**src/rtl/rot_ctrl.sv**
```systemverilog
// Job controller for the rotation engine: register file, size validation,
// start/abort sequencing of the set address generator and completed-set counting.
module rot_ctrl (
  input  logic        I_RC_HCLK,
  input  logic        I_RC_RESET,
  input  logic        I_RC_SEL,
  input  logic        I_RC_WR,
  input  logic [1:0]  I_RC_ADDR,
  input  logic [31:0] I_RC_WDATA,
  output logic [31:0] O_RC_RDATA,
  input  logic        I_RC_CS_WRITE,
  output logic        O_RC_CS_START,
  output logic        O_RC_CS_RESET_N,
  output logic [15:0] O_RC_HEIGHT,
  output logic [15:0] O_RC_WIDTH,
  output logic [1:0]  O_RC_DEGREES,
  output logic        O_RC_DIRECTION,
  output logic        O_RC_BUSY,
  output logic        O_RC_IRQ
);

  typedef enum logic [1:0] {
    ST_IDLE   = 2'd0,
    ST_CHECK  = 2'd1,
    ST_RUN    = 2'd2,
    ST_FINISH = 2'd3
  } state_t;

  state_t      state_q, state_d;
  logic        irq_en_q, irq_en_d;
  logic [1:0]  cfg_deg_q, cfg_deg_d;
  logic        cfg_dir_q, cfg_dir_d;
  logic [15:0] size_h_q, size_h_d;
  logic [15:0] size_w_q, size_w_d;
  logic [15:0] sh_h_q, sh_h_d;
  logic [15:0] sh_w_q, sh_w_d;
  logic [1:0]  sh_deg_q, sh_deg_d;
  logic        sh_dir_q, sh_dir_d;
  logic        done_q, done_d;
  logic        err_q, err_d;
  logic        aborted_q, aborted_d;
  logic [23:0] sets_q, sets_d;
  logic [23:0] total_q, total_d;
  logic        cs_wr_prev_q, cs_wr_prev_d;
  logic        start_q, start_d;
  logic [1:0]  rst_cnt_q, rst_cnt_d;

  logic        wr_ctrl, wr_cfg, wr_size, wr_status;
  logic        busy, start_req, abort_req, fall, size_ok;
  logic        clr_flags, hw_done, hw_err, count_en;
  logic [23:0] h_ceil, w_ceil, sets_inc;

  assign wr_ctrl   = I_RC_SEL & I_RC_WR & (I_RC_ADDR == 2'd0);
  assign wr_cfg    = I_RC_SEL & I_RC_WR & (I_RC_ADDR == 2'd1);
  assign wr_size   = I_RC_SEL & I_RC_WR & (I_RC_ADDR == 2'd2);
  assign wr_status = I_RC_SEL & I_RC_WR & (I_RC_ADDR == 2'd3);
  assign busy      = (state_q != ST_IDLE);
  // ABORT dominates START in the same write; ABORT only matters while busy.
  assign start_req = wr_ctrl & I_RC_WDATA[0] & ~I_RC_WDATA[1];
  assign abort_req = wr_ctrl & I_RC_WDATA[1] & busy;
  assign fall      = cs_wr_prev_q & ~I_RC_CS_WRITE;
  assign size_ok   = (sh_h_q != 16'd0) && (sh_w_q != 16'd0) &&
                     !sh_h_q[15] && (sh_w_q[15:14] == 2'b00);
  assign h_ceil    = ({8'd0, sh_h_q} + 24'd7) >> 3;
  assign w_ceil    = ({8'd0, sh_w_q} + 24'd7) >> 3;
  assign sets_inc  = sets_q + 24'd1;

  // Next-state and register-update logic.
  always_comb begin
    state_d      = state_q;
    sh_h_d       = sh_h_q;
    sh_w_d       = sh_w_q;
    sh_deg_d     = sh_deg_q;
    sh_dir_d     = sh_dir_q;
    total_d      = total_q;
    start_d      = 1'b0;
    clr_flags    = 1'b0;
    hw_done      = 1'b0;
    hw_err       = 1'b0;
    count_en     = 1'b0;
    cs_wr_prev_d = I_RC_CS_WRITE;
    rst_cnt_d    = (rst_cnt_q != 2'd0) ? (rst_cnt_q - 2'd1) : 2'd0;
    irq_en_d     = wr_ctrl ? I_RC_WDATA[2] : irq_en_q;
    cfg_deg_d    = (wr_cfg && !busy) ? I_RC_WDATA[1:0] : cfg_deg_q;
    cfg_dir_d    = (wr_cfg && !busy) ? I_RC_WDATA[2] : cfg_dir_q;
    size_h_d     = (wr_size && !busy) ? I_RC_WDATA[15:0] : size_h_q;
    size_w_d     = (wr_size && !busy) ? I_RC_WDATA[31:16] : size_w_q;

    case (state_q)
      ST_IDLE: begin
        if (start_req) begin
          state_d   = ST_CHECK;
          sh_h_d    = size_h_q;
          sh_w_d    = size_w_q;
          sh_deg_d  = cfg_deg_q;
          sh_dir_d  = cfg_dir_q;
          clr_flags = 1'b1;
        end else begin
          state_d = ST_IDLE;
        end
      end
      ST_CHECK: begin
        if (size_ok) begin
          state_d = ST_RUN;
          start_d = 1'b1;
          total_d = h_ceil * w_ceil;
        end else begin
          state_d = ST_IDLE;
          hw_err  = 1'b1;
        end
      end
      ST_RUN: begin
        if (fall) begin
          count_en = 1'b1;
          state_d  = (sets_inc == total_q) ? ST_FINISH : ST_RUN;
        end else begin
          state_d = ST_RUN;
        end
      end
      ST_FINISH: begin
        state_d = ST_IDLE;
        hw_done = 1'b1;
      end
      default: begin
        state_d = ST_IDLE;
      end
    endcase

    // Abort overrides whatever the job was about to do, including a pending count.
    if (abort_req) begin
      state_d   = ST_IDLE;
      start_d   = 1'b0;
      hw_done   = 1'b0;
      hw_err    = 1'b0;
      count_en  = 1'b0;
      rst_cnt_d = 2'd2;
    end else begin
      rst_cnt_d = rst_cnt_d;
    end

    done_d    = clr_flags ? 1'b0 : ((done_q    & ~(wr_status & I_RC_WDATA[1])) | hw_done);
    err_d     = clr_flags ? 1'b0 : ((err_q     & ~(wr_status & I_RC_WDATA[2])) | hw_err);
    aborted_d = clr_flags ? 1'b0 : ((aborted_q & ~(wr_status & I_RC_WDATA[3])) | abort_req);
    sets_d    = clr_flags ? 24'd0 : (count_en ? sets_inc : sets_q);
  end

  // State and register storage with synchronous reset.
  always_ff @(posedge I_RC_HCLK) begin
    if (I_RC_RESET) begin
      state_q      <= ST_IDLE;
      irq_en_q     <= 1'b0;
      cfg_deg_q    <= 2'd0;
      cfg_dir_q    <= 1'b0;
      size_h_q     <= 16'd0;
      size_w_q     <= 16'd0;
      sh_h_q       <= 16'd0;
      sh_w_q       <= 16'd0;
      sh_deg_q     <= 2'd0;
      sh_dir_q     <= 1'b0;
      done_q       <= 1'b0;
      err_q        <= 1'b0;
      aborted_q    <= 1'b0;
      sets_q       <= 24'd0;
      total_q      <= 24'd0;
      cs_wr_prev_q <= 1'b0;
      start_q      <= 1'b0;
      rst_cnt_q    <= 2'd0;
    end else begin
      state_q      <= state_d;
      irq_en_q     <= irq_en_d;
      cfg_deg_q    <= cfg_deg_d;
      cfg_dir_q    <= cfg_dir_d;
      size_h_q     <= size_h_d;
      size_w_q     <= size_w_d;
      sh_h_q       <= sh_h_d;
      sh_w_q       <= sh_w_d;
      sh_deg_q     <= sh_deg_d;
      sh_dir_q     <= sh_dir_d;
      done_q       <= done_d;
      err_q        <= err_d;
      aborted_q    <= aborted_d;
      sets_q       <= sets_d;
      total_q      <= total_d;
      cs_wr_prev_q <= cs_wr_prev_d;
      start_q      <= start_d;
      rst_cnt_q    <= rst_cnt_d;
    end
  end

  // Register read mux; START and ABORT always read back as zero.
  always_comb begin
    if (I_RC_SEL) begin
      case (I_RC_ADDR)
        2'd0:    O_RC_RDATA = {29'd0, irq_en_q, 2'b00};
        2'd1:    O_RC_RDATA = {29'd0, cfg_dir_q, cfg_deg_q};
        2'd2:    O_RC_RDATA = {size_w_q, size_h_q};
        2'd3:    O_RC_RDATA = {sets_q, 4'd0, aborted_q, err_q, done_q, busy};
        default: O_RC_RDATA = 32'd0;
      endcase
    end else begin
      O_RC_RDATA = 32'd0;
    end
  end

  assign O_RC_CS_START   = start_q;
  assign O_RC_CS_RESET_N = ~I_RC_RESET & (rst_cnt_q == 2'd0);
  assign O_RC_HEIGHT     = sh_h_q;
  assign O_RC_WIDTH      = sh_w_q;
  assign O_RC_DEGREES    = sh_deg_q;
  assign O_RC_DIRECTION  = sh_dir_q;
  assign O_RC_BUSY       = busy;
  assign O_RC_IRQ        = done_q & irq_en_q;

endmodule

```
**config.mk**
```make
export PLATFORM = sky130hd
export DESIGN_NAME = rot_ctrl
export DESIGN_NICKNAME = d
export VERILOG_FILES = /design/src/rtl/rot_ctrl.sv
export SDC_FILE = /design/constraint.sdc
export NUM_CORES = 1
export LEC_CHECK = 0
export BUFFER_PORTS_ARGS = -buffer_cell sky130_fd_sc_hd__buf_2
export CAP_MARGIN = 20
export CORE_MARGIN = 2
export CORE_UTILIZATION = 45
export CTS_BUF_LIST = sky130_fd_sc_hd__clkbuf_2 sky130_fd_sc_hd__clkbuf_4 sky130_fd_sc_hd__clkbuf_8
export CTS_CLUSTER_SIZE = 20
export DETAILED_ROUTE_END_ITERATION = 6
export PLACE_DENSITY = 0.65
export SETUP_SLACK_MARGIN = 0.5
export SLEW_MARGIN = 40
export SYNTH_ARGS = -nofsm -noshare
export SYNTH_HDL_FRONTEND = slang
export SYNTH_SLANG_ARGS = --single-unit
```
**constraint.sdc**
```tcl
create_clock -name I_RC_HCLK -period 7.6 [get_ports I_RC_HCLK]
set_input_delay 0.38 -clock I_RC_HCLK [delete_from_list [all_inputs] [get_ports I_RC_HCLK]]
set_output_delay 0.38 -clock I_RC_HCLK [all_outputs]
set_load 0.01 [all_outputs]
```
# --- Word-level counts from Yosys, hierarchy flattened ---
# Cells that the tools add are included.
# W data, S select, Z words.
classes:
  n_mux: 20
  n_mul: 1
  reduce_logical: 21
  n_addsub: 4
  bitwise: 29
  eq_ne: 7
ops:
  columns: ["cell", "n"]
  rows:
  - ["$pmux W32 S4", 1]
  - ["$add A16 B3 Y17 const B", 2]
  - ["$mux W32", 1]
  - ["$reduce_bool A16 Y1", 2]
  - ["$add A24 B1 Y24 const B", 1]
  - ["$eq A24 B24 Y1", 1]
  - ["$mul A14 B14 Y24", 1]
  - ["$and A1 B1 Y1", 18]
  - ["$mux W1", 14]
  - ["$eq A2 B2 Y1 const B", 4]
  - ["$logic_not A2 Y1", 4]
  - ["$not A1 Y1", 8]
  - ["$pmux W2 S4", 1]
  - ["$mux W2", 3]
  - ["$reduce_or A3 Y1", 2]
  - ["$logic_and A1 B1 Y1", 5]
  - ["$eq A2 B1 Y1 const B", 2]
  - ["$reduce_and A2 Y1", 2]
  - ["$reduce_bool A2 Y1", 2]
  - ["$reduce_or A2 Y1", 2]
  - ["$or A1 B1 Y1", 3]
  - ["$logic_not A1 Y1", 2]
  - ["$sub A2 B1 Y2 const B", 1]
totals:
  ff_bits: 128
  out_inout_bits: 71
  elab_cells: 101
  input_bits: 39

# --- Depth between registers and ports, before layout ---
logic_depth:
  word_depth: 8
  depth_mapped: 28
  ltp_nobuf: 27

# --- Least setup slack after synthesis ---
# Ideal clock, no wire load.
synth_timing:
  path_type: "register -> register"
  start: "reg sh_h_q[3] (netlist: O_RC_HEIGHT[3])"
  end: "reg total_q[23]"
  path_buffers: 0
  setup_time_ns: 0.123
  stages_incl_launch_ff: 26
  arrival_ns: 7.291
  synth_period_minus_slack_ns: 7.414
  path_slack_ns: 0.186
  required_ns: 7.477
  cell_sequence: "dfxtp_1 -> o311ai_4 -> nor2_1 -> nand3_1 -> nor2_1 -> nand3_1 -> xnor2_1 -> nand2_1 -> fa_1 -> fa_1 -> inv_1 -> fa_1 -> inv_1 -> fa_1 -> fa_1 -> fa_1 -> inv_1 -> ha_1 -> and4_1 -> nor2b_1 -> a2111oi_0 -> a21oi_1 -> o31a_1 -> o21ai_0 -> o2111a_1 -> a211oi_2"
synth_between:
  elab_chain_cells: 5
  elab_cells_between_ends: 7
  cone_classes: "add/sub (1); mul (1); reduce/logical (5)"
synth_lines:
  columns: ["item", "line_no", "rtl"]
  rows:
  - ["from (decl)", "35", "logic [15:0] sh_h_q, sh_h_d;"]
  - ["from (signal assigned)", "175", "sh_h_q <= sh_h_d;"]
  - ["branches (longest 5 deep; another with $mul A14 B14 Y24)", null, null]
  - ["to (signal assigned)", "183", "total_q <= total_d;"]
  - ["to (decl)", "43", "logic [23:0] total_q, total_d;"]
# Several ways; the timed one is not identified.
# A chain may end at the register's enable or synchronous reset.

# --- Worst setup path after layout ---
layout_timing:
  start: "reg sh_h_q[0] (netlist: O_RC_HEIGHT[0])"
  end: "reg total_q[23]"
# The elaborated chain is that of the path after synthesis.

==> results.json <==
{
  "ant_nets": 0,
  "synth_area_leaders": "fa_1 22%, dfxtp_1 21%, nand2_1 9.8%, ha_1 7.3%, inv_1 5.0%",
  "drive_gt1_share_pct": 17.8,
  "max-vdd-ir-drop_mv": 0.107,
  "die-area_um2": 28800,
  "gp_congestion": 0.987,
  "setup_violations": 0,
  "grt_pass1_vias": 11100,
  "grt_pass1_wl_mm": 60.6,
  "ys_ff_latch": 128,
  "die_x_um": 170,
  "coreArea_um2": 27000,
  "timing.rr.start": "O_RC_HEIGHT[0]",
  "clockRootBuffer": "clkbuf_8",
  "finalCritPeriodShare_pct": 90.2,
  "crit_fanout": 6,
  "rsz0062_at_grt": "false",
  "tns_ns": 0,
  "async_reset_ff_share_pct": 0,
  "rows": 60,
  "syn_area_per_cell_um2": 8.04,
  "cp_data_arrival_time_ns": 7.20,
  "whs_ns": 0.153,
  "crit_type": "reg -> reg",
  "numCtsBuffers": 17,
  "outcome": "finished, final reports clean",
  "postPlaceCellArea_um2": 13800,
  "wirelength_mm": 38.4,
  "seq_area_frac_synth_pct": 20.7,
  "r2r-end": "total_q[23]",
  "power.density_nw_per_um2": 90.0,
  "synthCells": 1538,
  "nNetsFinal": 1934,
  "dp_hpwl_mm": 30.9,
  "routed_wire_length_per_instance_um": 18.8,
  "io_buffers": 109,
  "finalInstanceArea_um2": 14500,
  "die_y_um": 170,
  "io_pins": 110,
  "max_slew_margin_pct": 51.3,
  "fin_cells": 2041,
  "drcViolationCount": 0,
  "vias": 11000,
  "grt_start_max_net_pins": 59,
  "crit_required_ns": 7.94,
  "ys_warn_count": 0,
  "synth_top_area_share_pct": 22.0,
  "synth.distinct_cells": 69,
  "clock_sinks": 128,
  "worst_pin_slew_ns": 0.725,
  "slowest_stage": "fa_1",
  "grt_antenna_before_repair": 0,
  "period_minus_slack_ns": 6.86,
  "dr.pass1.iters": 6,
  "insertion_delay_ns": 0.45,
  "fmax_mhz": 146,
  "max_stage_delay_ns": 0.53,
  "endpoint": "total_q[23]",
  "clkSlewWorstSetupHoldPaths_ns": 0.09,
  "dp_cells": 1999,
  "critPathCaptureType": "register",
  "p_leak_nw": 6.72,
  "netlist_area_um2": 12400,
  "reg2reg_depth": 30,
  "hold_viol": 0,
  "start_util_pct": 45.9,
  "initialDrtViolationCount": 773,
  "cts_tree": "built",
  "reg2reg_slack_ns": 0.74,
  "holdCritPathClass": "in -> reg",
  "syn-num-nets": 1785,
  "fin_skew_ns": 0.0116,
  "via_per_inst": 5.41,
  "synth_top_area_cell": "fa_1",
  "drv_cap": 0,
  "final_max_slew_viol_count": 0,
  "clockBufferDepth": 2,
  "critPathLaunchType": "register",
  "area_delta_synth_final_pct": 16.8,
  "htree_levels": 4,
  "synthFlopType": "dfxtp_1",
  "diodes": 0,
  "overflow": 0,
  "synth_edf_count": 0,
  "worst_slack_ns": 0.742,
  "critical_path.startpoint": "O_RC_HEIGHT[0]",
  "gr-usage-all-layers_pct": 27.3,
  "dp_slack_ns": 0.258
}
-- cell usage in the layout, fill, tap and decap left out, types with 4 or more instances in the layout --
cell / count
nand2_1: 317
inv_1: 166
nor2_1: 149
fa_1: 133
dfxtp_1: 117
a21oi_1: 117
buf_2: 107
buf_4: 93
ha_1: 69
xnor2_1: 56
xor2_1: 52
mux2i_1: 31
nand3_1: 26
nand4_1: 20
nor3_1: 18
clkbuf_8: 17
and2_1: 12
o21ai_0: 12
and3_1: 10
a21o_1: 10
nor2b_1: 9
xnor2_2: 9
nor4_1: 8
dfxtp_2: 7
nand2_2: 5
nand2b_1: 5
dfxtp_4: 4
nor4_4: 4
nor3b_1: 4
or3_1: 4
o21a_1: 4
o21bai_1: 4
a211oi_1: 4
inv_6: 4
clkinv_4: 4
-- final cells by class --
| class | count | area (µm²) |
|---|---|---|
| repair buffers | 202 | 1260 |
| inverters | 167 | 627 |
| clock inverters | 14 | 133 |
| flip-flops and latches | 128 | 2590 |
| well taps | 341 | 427 |
| fillers | 2585 | 12500 |
| clock buffers | 18 | 241 |
| multi-input cells | 1171 | 9180 |
-- through the flow --
stage | power [mW] | utilization [%]
2_1_floorplan | 0.725 | -
3_3_place_gp | 0.748 | 51.0
3_5_place_dp | 0.749 | 51.1
4_1_cts | 1.30 | 52.7
5_1_grt | 1.34 | 53.6
6_report | 1.30 | 53.6
-- cells by family (layout without fill, tap and decap cells) --
family          count (synthesis)  count (layout)  synth area share [%]
buf+inv                       239             401                  7.29
mux                            33              33                  2.78
compound gates                188             188                  9.28
flops                         128             128                  20.7
xor+xnor                      120             120                  8.50
fa+ha+maj                     208             208                  29.3
simple gates                  622             622                  22.1
-- per-layer routing --
metal / global-route usage (%) / vias to the layer above / wire, µm / part of all wire (%)
met4: 10.6 / 0 / 1610 / 4.2
met5: 0 / - / 0 / 0
met2: 45.3 / 389 / 18000 / 47
met3: 4.52 / 104 / 2400 / 6.2
li1: - / 5221 / - / -
met1: 35.6 / 5318 / 16400 / 43
-- timing repair --
item | 4_1_cts | 5_1_grt
resized for setup | 18 | 36
setup buffers | 1 | 9
pin swaps | 2 | 23
hold buffers | 0 | 0
setup endpoints to repair | 3 | 9
endpoints found under the hold margin | 0 | 0
-- cell usage after synthesis (13+ instances only) --
master	instances
nand4_1	20
xnor2_1	67
and2_1	13
nor2_1	152
xor2_1	53
clkbuf_1	65
mux2i_1	31
nor3_1	19
ha_1	72
nand3_1	28
fa_1	136
a21oi_1	118
nand2_1	324
dfxtp_1	128
o21ai_0	14
inv_1	166
-- critical path: cells and delay by family (launching register included) --
family,cells,cell delay [ns]
simple gates,5,0.56
buf+inv,10,0.95
flops,1,0.35
xor+xnor,1,0.16
fa+ha+maj,7,3.26
compound gates,7,1.45
-- state kept, by name, indices dropped and copies added (netlist names), 2 cells and up, named ones only --
| name | cells |
|---|---|
| O_RC_DEGREES | 2 |
| O_RC_HEIGHT | 16 |
| O_RC_WIDTH | 16 |
| cfg_deg_q | 2 |
| rst_cnt_q | 2 |
| sets_q | 24 |
| size_h_q | 16 |
| size_w_q | 16 |
| total_q | 24 |
-- power breakdown --
part           internal [mW]  switching (mW)  total [mW]
combinational         0.0192          0.0376      0.0568
sequential             0.673         0.00394       0.677
clock                  0.266           0.301       0.567
-- worst min path at each step --
stage	slack, ns	cells past startpoint	from	end
2_1_floorplan	0.43	2	err_q	err_q
3_3_place_gp	0.44	2	O_RC_DEGREES[0]	O_RC_DEGREES[0]
3_5_place_dp	0.45	2	O_RC_DEGREES[0]	O_RC_DEGREES[0]
4_1_cts	0.15	3	I_RC_WDATA[6]	size_h_q[6]
5_1_grt	0.16	3	I_RC_WDATA[29]	size_w_q[13]
6_report	0.15	3	I_RC_WDATA[29]	size_w_q[13]
Note: power is estimated with default switching activity, not from simulation.
